==> src/rtl/cgra_x_heep_top_pkg.sv <==
// rtl/cgra_x_heep_top_pkg.sv - shared constants and types for the CGRA column arbiter
// Contents:
//   EXT_XBAR_NMASTER          number of CGRA column masters on the external crossbar
//   CGRA_START_ADDRESS        first address of the legal CGRA access window (inclusive)
//   CGRA_END_ADDRESS          end of the legal CGRA access window (exclusive)
//   cgra_arb_id_t             response-routing FIFO entry: column index (+ err flag when
//                             CGRA_ARB_ADDR_CHECK_EN is defined)
//   cgra_addr_in_window()     window membership helper
package cgra_x_heep_top_pkg;

  localparam int unsigned EXT_XBAR_NMASTER = 4;

  localparam logic [31:0] CGRA_START_ADDRESS = 32'h0000_0040;
  localparam logic [31:0] CGRA_END_ADDRESS   = 32'h0001_0000;

  // Wide enough for any realistic column count; the arbiter truncates to its own width.
  localparam int unsigned CGRA_ARB_IDX_W = 8;

  typedef struct packed {
`ifdef CGRA_ARB_ADDR_CHECK_EN
    logic                      err;
`endif
    logic [CGRA_ARB_IDX_W-1:0] idx;
  } cgra_arb_id_t;

  function automatic logic cgra_addr_in_window(input logic [31:0] addr);
    return (addr >= CGRA_START_ADDRESS) && (addr < CGRA_END_ADDRESS);
  endfunction

endpackage

==> src/rtl/cgra_arb_id_fifo.sv <==
// rtl/cgra_arb_id_fifo.sv - in-order ID FIFO that routes crossbar responses back to columns
// Ports:
//   clk_i, rst_i            clock, synchronous active-high reset (empties the FIFO)
//   push_i, push_data_i     enqueue one entry (ignored while full)
//   pop_i                   dequeue the head entry (ignored while empty)
//   full_o, empty_o         occupancy flags
//   head_o                  oldest entry
module cgra_arb_id_fifo
  import cgra_x_heep_top_pkg::*;
#(
  parameter int unsigned DEPTH = 2
) (
  input  logic         clk_i,
  input  logic         rst_i,
  input  logic         push_i,
  input  cgra_arb_id_t push_data_i,
  input  logic         pop_i,
  output logic         full_o,
  output logic         empty_o,
  output cgra_arb_id_t head_o
);

  localparam int unsigned PW = (DEPTH > 1) ? $clog2(DEPTH) : 1;
  localparam int unsigned CW = $clog2(DEPTH + 1);

  cgra_arb_id_t  mem_q [DEPTH];
  logic [PW-1:0] wr_q, rd_q;
  logic [CW-1:0] cnt_q;
  logic          do_push, do_pop;

  // Pointers wrap explicitly so non-power-of-two depths work.
  function automatic logic [PW-1:0] ptr_inc(input logic [PW-1:0] p);
    return (p == PW'(DEPTH - 1)) ? '0 : p + 1'b1;
  endfunction

  assign full_o  = (cnt_q == CW'(DEPTH));
  assign empty_o = (cnt_q == '0);
  assign head_o  = mem_q[rd_q];
  assign do_push = push_i & ~full_o;
  assign do_pop  = pop_i & ~empty_o;

  always_ff @(posedge clk_i) begin
    if (rst_i) begin
      wr_q  <= '0;
      rd_q  <= '0;
      cnt_q <= '0;
    end else begin
      if (do_push) begin
        mem_q[wr_q] <= push_data_i;
        wr_q        <= ptr_inc(wr_q);
      end
      if (do_pop) begin
        rd_q <= ptr_inc(rd_q);
      end
      case ({do_push, do_pop})
        2'b10:   cnt_q <= cnt_q + 1'b1;
        2'b01:   cnt_q <= cnt_q - 1'b1;
        default: cnt_q <= cnt_q;
      endcase
    end
  end

endmodule

==> src/rtl/cgra_column_arbiter.sv <==
// rtl/cgra_column_arbiter.sv - round-robin arbiter merging CGRA column OBI masters onto one crossbar port
// Optional feature: define CGRA_ARB_ADDR_CHECK_EN to answer out-of-window requests locally with an error.
// Ports:
//   clk_i, rst_i                         clock, synchronous active-high reset
//   col_req_i/we_i/addr_i/be_i/wdata_i   per-column OBI request
//   col_gnt_o                            per-column grant (combinational from slv_gnt_i)
//   col_rvalid_o/err_o/rdata_o           per-column response
//   slv_req_o/we_o/addr_o/be_o/wdata_o   merged request toward the crossbar
//   slv_gnt_i, slv_rvalid_i, slv_rdata_i crossbar grant and response
module cgra_column_arbiter
  import cgra_x_heep_top_pkg::*;
#(
  parameter int unsigned NMASTER         = EXT_XBAR_NMASTER,
  parameter int unsigned MAX_OUTSTANDING = 2
) (
  input  logic                      clk_i,
  input  logic                      rst_i,
  input  logic [NMASTER-1:0]        col_req_i,
  input  logic [NMASTER-1:0]        col_we_i,
  input  logic [NMASTER-1:0][31:0]  col_addr_i,
  input  logic [NMASTER-1:0][3:0]   col_be_i,
  input  logic [NMASTER-1:0][31:0]  col_wdata_i,
  output logic [NMASTER-1:0]        col_gnt_o,
  output logic [NMASTER-1:0]        col_rvalid_o,
  output logic [NMASTER-1:0]        col_err_o,
  output logic [NMASTER-1:0][31:0]  col_rdata_o,
  output logic                      slv_req_o,
  output logic                      slv_we_o,
  output logic [31:0]               slv_addr_o,
  output logic [3:0]                slv_be_o,
  output logic [31:0]               slv_wdata_o,
  input  logic                      slv_gnt_i,
  input  logic                      slv_rvalid_i,
  input  logic [31:0]               slv_rdata_i
);

  localparam int unsigned IW = (NMASTER > 1) ? $clog2(NMASTER) : 1;

  logic [IW-1:0] ptr_q, ptr_d;
  logic [IW-1:0] lock_idx_q, lock_idx_d;
  logic          lock_q, lock_d;
  logic          rst_q;
  logic [IW-1:0] win, cand, head_idx;
  logic          found, active, sel_err, issue_ok, accept, fifo_pop;
  logic          fifo_full, fifo_empty;
  cgra_arb_id_t  push_data, head;

  // Outputs stay quiet during reset and the cycle after it.
  assign active = ~(rst_i | rst_q);

  // Round-robin search from ptr; a stalled request keeps its column until granted.
  always_comb begin
    found = 1'b0;
    win   = ptr_q;
    cand  = ptr_q;
    for (int k = 0; k < int'(NMASTER); k++) begin
      cand = IW'((int'(ptr_q) + k) % int'(NMASTER));
      if (!found && col_req_i[cand]) begin
        found = 1'b1;
        win   = cand;
      end
    end
    if (lock_q) begin
      found = 1'b1;
      win   = lock_idx_q;
    end
  end

`ifdef CGRA_ARB_ADDR_CHECK_EN
  assign sel_err = ~cgra_addr_in_window(col_addr_i[win]);
`else
  assign sel_err = 1'b0;
`endif

  assign issue_ok  = active & found & ~fifo_full;
  assign slv_req_o = issue_ok & ~sel_err;
  // Error requests are accepted locally without waiting for the crossbar.
  assign accept    = (slv_req_o & slv_gnt_i) | (issue_ok & sel_err);

  assign slv_we_o    = active & col_we_i[win];
  assign slv_addr_o  = active ? col_addr_i[win]  : '0;
  assign slv_be_o    = active ? col_be_i[win]    : '0;
  assign slv_wdata_o = active ? col_wdata_i[win] : '0;

  always_comb begin
    col_gnt_o = '0;
    if (accept) col_gnt_o[win] = 1'b1;
  end

  always_comb begin
    push_data     = '0;
    push_data.idx = CGRA_ARB_IDX_W'(win);
`ifdef CGRA_ARB_ADDR_CHECK_EN
    push_data.err = sel_err;
`endif
  end

  assign ptr_d      = accept ? ((win == IW'(NMASTER - 1)) ? '0 : win + 1'b1) : ptr_q;
  assign lock_d     = slv_req_o & ~slv_gnt_i;
  assign lock_idx_d = win;

  assign head_idx = IW'(head.idx);

  // Response routing: the FIFO head names the column owed the next response.
  always_comb begin
    fifo_pop     = 1'b0;
    col_rvalid_o = '0;
    col_err_o    = '0;
    col_rdata_o  = '0;
    if (active && !fifo_empty) begin
`ifdef CGRA_ARB_ADDR_CHECK_EN
      if (head.err) begin
        fifo_pop               = 1'b1;
        col_rvalid_o[head_idx] = 1'b1;
        col_err_o[head_idx]    = 1'b1;
      end else
`endif
      if (slv_rvalid_i) begin
        fifo_pop               = 1'b1;
        col_rvalid_o[head_idx] = 1'b1;
        col_rdata_o[head_idx]  = slv_rdata_i;
      end
    end
  end

  cgra_arb_id_fifo #(
    .DEPTH(MAX_OUTSTANDING)
  ) u_id_fifo (
    .clk_i      (clk_i),
    .rst_i      (rst_i),
    .push_i     (accept),
    .push_data_i(push_data),
    .pop_i      (fifo_pop),
    .full_o     (fifo_full),
    .empty_o    (fifo_empty),
    .head_o     (head)
  );

  always_ff @(posedge clk_i) begin
    if (rst_i) begin
      ptr_q      <= '0;
      lock_q     <= 1'b0;
      lock_idx_q <= '0;
      rst_q      <= 1'b1;
    end else begin
      ptr_q      <= ptr_d;
      lock_q     <= lock_d;
      lock_idx_q <= lock_idx_d;
      rst_q      <= 1'b0;
    end
  end

endmodule

==> config.mk <==
export PLATFORM = sky130hd
export DESIGN_NAME = cgra_column_arbiter
export DESIGN_NICKNAME = d
export VERILOG_FILES = /design/src/rtl/cgra_x_heep_top_pkg.sv /design/src/rtl/cgra_arb_id_fifo.sv /design/src/rtl/cgra_column_arbiter.sv
export SDC_FILE = /design/constraint.sdc
export NUM_CORES = 1
export LEC_CHECK = 0
export CORE_AREA = 3 3 204 206
export CTS_BUF_LIST = sky130_fd_sc_hd__clkbuf_2
export CTS_CLUSTER_SIZE = 16
export DETAILED_ROUTE_END_ITERATION = 8
export DIE_AREA = 0 0 207 209
export PLACE_DENSITY_LB_ADDON = 0.25
export SYNTH_ARGS = -nofsm -noshare
export SYNTH_HDL_FRONTEND = slang
export SYNTH_SLANG_ARGS = --single-unit
export TNS_END_PERCENT = 5
==> constraint.sdc <==
create_clock -name clk_i -period 3.7 [get_ports clk_i]
set_clock_uncertainty 0.1 [all_clocks]
set_input_delay 0.925 -clock clk_i [delete_from_list [all_inputs] [get_ports clk_i]]
set_output_delay 0.925 -clock clk_i [all_outputs]
set_load 0.02 [all_outputs]
==> impl_results.md <==
* Worst r2r src: ptr_q[1]
* Critical Path AT at 2.97 ns
* Worst Path Buf+Inv at 6
* R2r worst-path depth at 9
* CP delay by family, top: buffers and inverters
* Cell Area, Synth at between 4000 and 5000 µm²
* Final wirelength at approximately 28000 µm
* CP required at between 2 and 3 ns
* MaxCap Viol Count at 0
* Sequential share of the synthesized area at 0.0848
* Post-synth EDFFs at 4
* Via/cell ratio at between 3 and 4
* Hold Crit Depth at 2
* Unique masters post-synth at 41
* Final Util at 0.263
* First drt pass iteration count at 4
* FF+latch count, synth at 15
* Synth Instances at between 400 and 500
* Count leader, synth: and2_1
* Worst Hold Endpoint: u_id_fifo.wr_q
* Status: complete, but fails checks
* Core area at around 40000 µm²
* Final hold vios at 0
* Port Buffers at 521
* Top post-synthesis cells by count: and2_1, mux4_2, clkbuf_1
* Synth top area share at 0.370
* Synth Flop Type: dfxtp_1
* Setup WS post-layout at -0.294 ns
* Row cnt at 73
* Non-Filler Instances at ~1.5k
* P&R area growth vs syn at 161%
* # placed instances at roughly 1.5k
* Pleak at roughly 4.5 nW
* # clock sinks at 15
* Hold Crit Start: u_id_fifo.wr_q
* Worst Path Max Fanout at 4
* CTS tree: yes
* Yosys warns at 0
* Fin. max-slew vios at 0
* Failing checks: negative setup slack
* Minimum clock period at roughly 4.0 ns
* Vias at roughly 5.5k
* Worst vdd ir at ~0.07 mV
* Count of final setup violators at 69
* RSZ-0062 raised after global routing: yes
* Hold slack at ~0.42 ns
* Nets at approximately 1.3k
* Area leader, netlist: mux4_2
* Final HPWL DP at about 25000 µm
* Slowest cell delay on critical path at 0.55 ns
* Proportion of layout cells with a drive suffix above 1 at 0.310
* Remaining Overflow, GRT at 0
* Top cells by area, synth: mux4_2, and2_1, dfxtp_1, buf_12, edfxtp_1
* Total GRT Usage at 0.117
* Reg2reg end: u_id_fifo.cnt_q[1]
* Mapped Avg Cell Area at a little under 10 µm²
* Max Root-Sink Buffers at 2
* WL/cell at 18.5 µm
* Die area at approximately 43000 µm²
* CTS clk-pin slew, worst paths at 0.15 ns
* CP Cell Sequence: buf_2, nor2b_2, o21ai_2, a41oi_4, buf_6, buf_12, buf_8, buf_6, mux4_2, and2_4, buf_8
* Maximum operating frequency at approximately 0.25 GHz
* Routed Antenna Nets at 0
* Clock latency on the worst-skew pair at between 0.2 and 0.3 ns
* Global-route wire length before repair at just under 40000 µm
* Critical path's slowest cell: mux4_2
* Horiz. Die Dim at just over 200 µm
* DR DRC count at 0
* Startpoint Class: input pin
* Cell Pwr Density at roughly 140 nW/µm²
* Tot Pwr at between 1 and 1.5 mW
* Final worst-path cycle share at 1.08
* Initial antenna violation count at 7
* Largest net degree at the start of global routing at 70
* Chip height at between 200 and 250 µm
* HP Class: flop to flop
* IO Pins at ~530
* R2R setup slack at between 1 and 1.5 ns
* Crit path kind: input pin to output port
* Vias in the first global route at approximately 5.8k
* Async set or reset register ratio after synthesis at 0
* Clock buffer count from CTS at 3
* RD Place Congestion at 0.787
* 1st-iter DRT viols at 159
* Worst Setup End Kind: output port
* H-tree levels at 1
* Cell at the root of the clock tree: clkbuf_2
* Starting Density at 0.101
==> stage by stage <==
step                      worst slack, ns  TNS [ns]  area (µm²)
after detailed placement            -1.06    -97.65       10100
after global routing               -0.383    -18.05       10500
after global placement              -1.04    -98.82       10100
after CTS                          -0.388    -17.34       10400
after floorplan                     0.162         0        4020
final                              -0.294    -11.44       10500
==> power breakdown <==
part | total [mW] | switching, mW | internal [mW]
clock network | 0.0813 | 0.0568 | 0.0245
logic | 1.20 | 0.422 | 0.782
registers | 0.184 | 0.00701 | 0.177
total | 1.47 | 0.486 | 0.983
==> metal layers <==
layer | part of all wire | GRT usage | wire length (µm) | vias to the layer above
met3 | 0.085 | 0.0341 | 2350 | 22
met1 | 0.33 | 0.112 | 9110 | 2551
met5 | 0.0015 | 0 | 41 | -
li1 | - | - | - | 2580
met4 | 0.023 | 0.0279 | 631 | 6
met2 | 0.56 | 0.241 | 15500 | 328
==> flip-flops by register name, indices dropped and copies added (netlist names), named ones only <==
register,flops
ptr_q,2
u_id_fifo.wr_q,1
lock_q,1
lock_idx_q,2
u_id_fifo.cnt_q,2
u_id_fifo.rd_q,1
rst_q,1
u_id_fifo.mem_q,4
==> kinds of logic after synthesis <==
logic type	after synthesis	share of synthesized area
and+or+nand+nor	240	0.361
adders and majority gates	5	0.0156
muxes	71	0.399
buffers and inverters	50	0.0851
other	1	0.000935
DFF	15	0.0848
xor gates and xnor gates	3	0.00655
AOI/OAI and AO/OA	26	0.0465
==> repair_timing <==
item                                    in CTS  in global routing
hold buffers                                 0                  0
pin swaps                                    4                  2
gates cloned                                 3                  1
resized for setup                          489                107
setup buffers                               11                  4
endpoints found under the setup margin     204                128
==> layout make-up <==
type,instances,area [µm²]
sequential,15,340
timing repair buffer,592,5880
tap,525,657
clock buffer,3,15.0
antenna,2,5.00
clock inverter,1,5.00
fill,4320,29400
inverter,8,30.0
multi-input combinational,349,3530
==> cells in the final DEF (no fill, tap or decap), types with 3 or more instances in the layout <==
cell | synthesis | final
buf_2 | 8 | 22
conb_1 | 1 | 4
clkdlybuf4s15_2 | 0 | 5
and2_1 | 199 | 155
and3_1 | 4 | 3
nor2_1 | 15 | 11
inv_1 | 8 | 7
nor3_1 | 5 | 5
nor2_2 | 1 | 3
dlygate4sd2_1 | 0 | 76
buf_6 | 2 | 48
and2_4 | 0 | 44
clkbuf_2 | 0 | 18
edfxtp_1 | 4 | 4
buf_12 | 7 | 19
o21ai_0 | 6 | 5
a21oi_1 | 6 | 4
nand3_1 | 4 | 4
dfxtp_1 | 11 | 11
ha_1 | 5 | 5
clkdlybuf4s15_1 | 0 | 40
buf_8 | 0 | 5
mux4_2 | 66 | 69
clkdlybuf4s50_1 | 0 | 311
buf_16 | 0 | 3
buf_4 | 4 | 46
==> worst register-to-register path, stage by stage (launching register included) <==
cell      delay (ns)
dfxtp_1         0.42
buf_4           0.18
mux4_1          0.61
a211oi_2        0.23
buf_4           0.19
nor2_1          0.06
inv_1           0.06
ha_1            0.25
or3_1           0.35
a21oi_1         0.14
==> worst max path at each step <==
stage | end | cells past startpoint | from
floorplan | slv_addr_o[0] | 7 | col_req_i[3]
global placement | slv_wdata_o[16] | 9 | col_req_i[0]
detailed placement | slv_wdata_o[25] | 9 | col_req_i[0]
CTS | slv_addr_o[3] | 11 | col_req_i[3]
global route | slv_addr_o[2] | 11 | col_req_i[2]
finish | slv_addr_o[2] | 11 | col_req_i[2]
Power figures use the tool's default switching activity.
